[config.mk]
export PLATFORM = sky130hd
export DESIGN_NAME = tlm_fifo
export DESIGN_NICKNAME = d
export VERILOG_FILES = /design/src/rtl/tlm_fifo.sv
export SDC_FILE = /design/constraint.sdc
export NUM_CORES = 1
export LEC_CHECK = 0
export CORE_MARGIN = 1
export CORE_UTILIZATION = 45
export DETAILED_ROUTE_END_ITERATION = 8
export PLACE_DENSITY = 0.8
export RECOVER_POWER = 50
export REMOVE_ABC_BUFFERS = 1
export SYNTH_ARGS = -nofsm -noshare
export SYNTH_HDL_FRONTEND = slang
export SYNTH_SLANG_ARGS = --single-unit
[constraint.sdc]
create_clock -name clk -period 4.05 [get_ports clk]
set_input_delay 1.0125 -clock clk [delete_from_list [all_inputs] [get_ports clk]]
set_output_delay 1.0125 -clock clk [all_outputs]
set_load 0.05 [all_outputs]
[src/rtl/tlm_fifo.sv]
// tlm_fifo - synchronous first-in first-out buffer with valid/ready handshakes
// on both sides, in the style of a TLM put_export/get_export channel.
//
// Parameters:
//   WIDTH  bit width of each stored transaction (default 32)
//   DEPTH  number of storage entries, any integer >= 1 (default 3)
//
// Ports:
//   clk        rising-edge clock
//   rst_n      asynchronous active-low reset
//   put_valid  producer offers put_data
//   put_ready  FIFO can accept an entry (= !full)
//   put_data   transaction written on a put handshake
//   get_valid  get_data holds the oldest entry (= !empty)
//   get_ready  consumer takes the oldest entry
//   get_data   oldest stored transaction
//   count      current number of stored entries
//   full       count == DEPTH
//   empty      count == 0
//   overflow   sticky: put_valid seen while full (only with TLM_FIFO_ERR_EN)
//   underflow  sticky: get_ready seen while empty (only with TLM_FIFO_ERR_EN)
//
// Configuration macro:
//   TLM_FIFO_ERR_EN  adds the overflow/underflow sticky error flags.
//   Without it those ports and their logic do not exist.

module tlm_fifo #(
  parameter int WIDTH = 32,
  parameter int DEPTH = 3
) (
  input  logic                         clk,
  input  logic                         rst_n,
  input  logic                         put_valid,
  output logic                         put_ready,
  input  logic [WIDTH-1:0]             put_data,
  output logic                         get_valid,
  input  logic                         get_ready,
  output logic [WIDTH-1:0]             get_data,
  output logic [$clog2(DEPTH+1)-1:0]   count,
  output logic                         full,
  output logic                         empty
`ifdef TLM_FIFO_ERR_EN
  ,
  output logic                         overflow,
  output logic                         underflow
`endif
);

  // Pointer width is kept at least one bit so DEPTH=1 still elaborates.
  localparam int PW = (DEPTH > 1) ? $clog2(DEPTH) : 1;
  localparam int CW = $clog2(DEPTH + 1);

  localparam logic [PW-1:0] LAST_PTR   = PW'(DEPTH - 1);
  localparam logic [CW-1:0] FULL_COUNT = CW'(DEPTH);

  logic [WIDTH-1:0] mem [DEPTH];
  logic [PW-1:0]    wr_ptr;
  logic [PW-1:0]    rd_ptr;
  logic             put_hs;
  logic             get_hs;

  // Status flags depend only on the registered count, so put_ready never
  // looks at get_ready and a full FIFO refuses a put even while draining.
  always_comb begin
    full      = (count == FULL_COUNT);
    empty     = (count == '0);
    put_ready = !full;
    get_valid = !empty;
    put_hs    = put_valid && put_ready;
    get_hs    = get_valid && get_ready;
  end

  // The head entry is read straight from storage; there is no bypass from
  // put_data, so a freshly written entry appears one cycle after its put.
  assign get_data = mem[rd_ptr];

  // Storage is intentionally not reset: after reset the pointers and count
  // make any stale contents unreachable.
  always_ff @(posedge clk) begin
    if (put_hs) begin
      mem[wr_ptr] <= put_data;
    end
  end

  // Pointers wrap explicitly at DEPTH-1 because DEPTH need not be a power
  // of two. Count moves only on put-only or get-only cycles.
  always_ff @(posedge clk or negedge rst_n) begin
    if (!rst_n) begin
      wr_ptr <= '0;
      rd_ptr <= '0;
      count  <= '0;
    end else begin
      if (put_hs) begin
        wr_ptr <= (wr_ptr == LAST_PTR) ? '0 : wr_ptr + PW'(1);
      end
      if (get_hs) begin
        rd_ptr <= (rd_ptr == LAST_PTR) ? '0 : rd_ptr + PW'(1);
      end
      case ({put_hs, get_hs})
        2'b10:   count <= count + CW'(1);
        2'b01:   count <= count - CW'(1);
        default: count <= count;
      endcase
    end
  end

`ifdef TLM_FIFO_ERR_EN
  // Sticky error flags: set on an illegal request, cleared only by reset.
  always_ff @(posedge clk or negedge rst_n) begin
    if (!rst_n) begin
      overflow  <= 1'b0;
      underflow <= 1'b0;
    end else begin
      if (put_valid && full) begin
        overflow <= 1'b1;
      end
      if (get_ready && empty) begin
        underflow <= 1'b1;
      end
    end
  end
`endif

endmodule

# == After elaboration in Yosys (flattened, before gate mapping) ==
# Memory sizes are Yosys's and may differ from the RTL's.
# Cells that the tools add are included.
# op_classes
muxes,5
reduce_logical,6
eq_ne,5
add_sub_neg,4
# ops
op,n
$eq A2 B2 Y1 const B,4
$add A2 B1 Y2 const B,3
$mux W2,2
$pmux W2 S2,1
$eq A2 B1 Y1 const B,1
$logic_and A1 B1 Y1,2
$logic_not A1 Y1,2
$logic_not A2 Y1,1
$mux W1,2
$reduce_bool A2 Y1,1
$sub A2 B1 Y2 const B,1
# totals
reg_bits,6
elab_cells,24
mem_count,1
mem_bits_rw,96
out_inout_bits,38
# mem_list
memory,words,width,read_ports,rd_clocked_by_memory_dff,wr,line,text
mem,3,32,1,0,1,56,logic [WIDTH-1:0] mem [DEPTH];

# == Depth between registers and ports, before layout ==
# logic_depth
depth_word,5
depth_mapped,6
ltp_nobuf,6

# == Least setup slack after synthesis ==
# OpenSTA, ideal clock, no wires.
# synth_path
path_type,in2reg
startpoint,in put_valid
endpoint,"mem mem[2][0], enable pin"
slack_ns,-0.068
setup_time_ns,0.468
path_buffers,0
arrival_ns,3.651
cell_stages,2
cell_sequence,a21bo_4 nor3b_1
# synth_between
elab_chain_len,3
# synth_lines
item,line,text
"start, declared",33,"input logic put_valid,"
$logic_and A1 B1 Y1,69,put_hs = put_valid && put_ready;
$mux W1,80,if (put_hs) begin
$mux W1 (not written as such),81,mem[wr_ptr] <= put_data;
"end, declared",56,
# No other way between the ends.

# == Final worst setup path ==
# layout_path
startpoint,reg rd_ptr[1]
endpoint,out get_data[11]
# layout_between
elab_chain_len,1
# layout_lines
item,line,text
"start, declared",58,logic [PW-1:0] rd_ptr;
"start signal, assigned",97,rd_ptr <= (rd_ptr == LAST_PTR) ? '0 : rd_ptr + PW'(1);
$mem_v2 Z3 W32,n/a,
"end, declared",38,"output logic [WIDTH-1:0] get_data,"
# No other way between the ends.

==> results.rst <==
.. list-table::
   :header-rows: 1

   * - Metric
     - Value
   * - Delay contributed by the slowest stage of the critical path
     - 1.03 ns
   * - Clock root buffer
     - sky130_fd_sc_hd__clkbuf_8
   * - Drt wl/cell
     - 15.3 µm
   * - Worst EP required
     - 3.04 ns
   * - Synthesized area
     - 3870 µm²
   * - Buffer depth of the longest clock path
     - 2
   * - # DRC
     - 0
   * - Area fraction of the dominant cell type after synthesis
     - 74.5%
   * - Number of diodes
     - 0
   * - Setup Buffers After CTS
     - 0
   * - Final-stage net count
     - 347
   * - P&R area growth vs syn
     - 26.4%
   * - Top-Level Pins
     - 74
   * - Per-cell via count in the routed design
     - 4.90
   * - Leading cell types by total area after synthesis
     - sky130_fd_sc_hd__edfxtp_1 (74%), sky130_fd_sc_hd__mux2i_1 (8.3%), sky130_fd_sc_hd__o21ai_0 (4.3%)
   * - Register clock-pin slew on the reported worst setup and hold paths
     - 0.09 ns
   * - Final instance area
     - 4890 µm²
   * - Placer congestion estimate
     - 0.708
   * - Pre-Repair DR Iteration Count
     - 4
   * - Total number of yosys warnings
     - 0
   * - I/O Buffers
     - 73
   * - Type of destination of the critical path
     - output pin
   * - Proportion of synthesized chip area in sequential cells
     - 78.3%
   * - Total setup violations reported at the end of the flow
     - 0
   * - Initial standard-cell utilization of the core
     - 46.9%
   * - Standard cell area after detailed placement
     - 4730 µm²
   * - TritonCTS Buffers
     - 9
   * - Slew headroom
     - 34.5%
   * - Iteration-0 DRC Markers
     - 96
   * - Die X-Extent
     - 94.8 µm
   * - Transition time at the pin with the least slew margin
     - 0.982 ns
   * - Critical Path Slowest Stage Cell
     - sky130_fd_sc_hd__dfrtp_2
   * - Period Utilization, post-route
     - 87.0%
   * - Cell Rows
     - 33
   * - Number of sinks on the clock net
     - 102
   * - Post-DP HPWL
     - 4.05 mm
   * - Crit path launch type
     - flip-flop
   * - Class of the tightest hold or removal check
     - flip-flop to flip-flop
   * - Via count
     - 2057
   * - Cell with the most instances after synthesis
     - sky130_fd_sc_hd__edfxtp_1
   * - Highest clock frequency the design can meet
     - 0.284 GHz
   * - Cells after synthesis
     - 231
   * - Antenna-violating nets left
     - 0
   * - Dominant synthesized flop cell
     - sky130_fd_sc_hd__edfxtp_1
   * - Maximum net fanout on the critical path
     - 67
   * - CTS tree
     - built
   * - Maximum level of the CTS H-tree
     - 3
   * - Setup repair after global routing missed its margin
     - no
   * - First-pass GRT wire length
     - 9.98 mm
   * - Leading cell types by count after synthesis
     - sky130_fd_sc_hd__edfxtp_1 (96), sky130_fd_sc_hd__nand2_1 (35), sky130_fd_sc_hd__o21ai_0 (33), sky130_fd_sc_hd__mux2i_1 (32), sky130_fd_sc_hd__dfrtp_1 (6)
   * - Number of synthesized flops with an enable pin
     - 96
   * - Overflow left after global routing
     - 0
   * - Height of the die
     - 94.8 µm
   * - MaxCap Viol Count
     - 0
   * - Area of the core
     - 8260 µm²
   * - Number of cells upsized or downsized after cts
     - 0
   * - Fraction of final layout cells with drive strength greater than 1
     - 7.62%
   * - Max-slew violation count
     - 0
   * - Outcome
     - complete, no violations
   * - Fraction of registers with async set or reset after synthesis
     - 5.88%
   * - Final core utilization
     - 59.3%
   * - # hold bufs at CTS
     - 0
   * - Layout Skew
     - 0.0110 ns
   * - Post-layout minimum cycle time
     - 3.52 ns
   * - Final Hold Violating Endpoints
     - 0
   * - Initial antenna violation count
     - 0
   * - Mean instance size in the synthesized netlist
     - 16.8 µm²
   * - Largest area contributor in the synthesized netlist
     - sky130_fd_sc_hd__edfxtp_1
   * - Distinct cell type count after synthesis
     - 21
   * - GRT Overall Usage
     - 15.5%
   * - Setup TNS Final
     - 0 ns
   * - Largest net degree at the start of global routing
     - 68
   * - Die area
     - 8980 µm²
   * - Worst Path Arrival
     - 2.51 ns
   * - Worst Setup Path Type
     - flip-flop to output pin
   * - Total wire length
     - 6.43 mm
   * - Via count of the first global-routing pass
     - 2079
   * - Worst-skew pair later-pin latency
     - 0.36 ns
   * - Synth Register Bits
     - 102
   * - Chain of cells forming the critical path
     - nand2_1 -> o21ai_0 -> clkdlybuf4s50_1
per-stage QoR:
step           hold WS (ns)  worst slack, ns  cells
2_1_floorplan         0.516          -0.0684    220
3_3_place_gp          0.570            0.904    404
3_5_place_dp          0.592            0.876    404
4_1_cts               0.608            0.487    420
5_1_grt               0.572            0.306    420
6_report              0.539            0.526    420
critical path: cells and delay by family, from the launching register on:
| kind | cells | cell delay [ns] |
|---|---|---|
| AND/OR/NAND/NOR | 1 | 0.10 |
| AO/OA/AOI/OAI | 1 | 0.16 |
| buffers and inverters | 1 | 0.86 |
| flip-flops | 1 | 1.03 |
cell families (layout without fill, tap and decap cells):
group / Yosys count / count (layout) / share of synthesized area, %
xor+xnor: 3 / 3 / 0.679
fa+ha+maj: 1 / 1 / 0.323
mux: 32 / 32 / 8.27
compound gates: 38 / 38 / 5.40
simple gates: 41 / 41 / 4.72
flops: 102 / 102 / 78.3
buf+inv: 14 / 98 / 2.26
registers in the layout, summed over array words and instances (netlist names):
name    flops
count       2
mem        96
rd_ptr      2
wr_ptr      2
final cells by class:
class	count	area, µm²
fill	668	3360
sequential	102	3040
timing repair buffer	79	785
multi-input combinational	115	733
tap	105	131
clock buffer	10	128
clock inverter	6	70.1
inverter	3	11.3
worst paths after layout:
kind,end,start,slack (ns),cells after the start
setup / recovery,get_data[11],rd_ptr[1],0.53,3
hold / removal,wr_ptr[1],wr_ptr[1],0.54,1
setup reg to reg,mem[0][20],count[0],1.69,3
hold reg to reg,wr_ptr[1],wr_ptr[1],0.54,1
max in group asynchronous,rd_ptr[0],rst_n,2.85,1
min in group asynchronous,wr_ptr[0],rst_n,0.95,1
routing by layer:
layer	share of wire (%)	up-vias	track usage [%]	wire length [µm]
li1	-	1020	-	-
met1	44	977	18.8	2810
met2	50	49	26.4	3230
met3	4.4	11	3.78	280
met4	1.8	0	6.31	114
met5	0	-	0	0
placed cells by master (no fill, tap or decap), types with 2 or more instances in the layout:
| master | count |
|---|---|
| sky130_fd_sc_hd__a21o_1 | 3 |
| sky130_fd_sc_hd__buf_4 | 4 |
| sky130_fd_sc_hd__clkdlybuf4s50_1 | 38 |
| sky130_fd_sc_hd__inv_1 | 3 |
| sky130_fd_sc_hd__xnor2_1 | 2 |
| sky130_fd_sc_hd__dlygate4sd3_1 | 35 |
| sky130_fd_sc_hd__dfrtp_1 | 4 |
| sky130_fd_sc_hd__o21ai_0 | 34 |
| sky130_fd_sc_hd__clkbuf_1 | 2 |
| sky130_fd_sc_hd__dfrtp_2 | 2 |
| sky130_fd_sc_hd__nand2_1 | 35 |
| sky130_fd_sc_hd__mux2i_1 | 32 |
| sky130_fd_sc_hd__clkinvlp_4 | 2 |
| sky130_fd_sc_hd__clkbuf_8 | 9 |
| sky130_fd_sc_hd__edfxtp_1 | 96 |
| sky130_fd_sc_hd__nor3_1 | 2 |
Power is not shown: default switching activity piles up to over one toggle a cycle in this logic, so the estimate is an artifact.
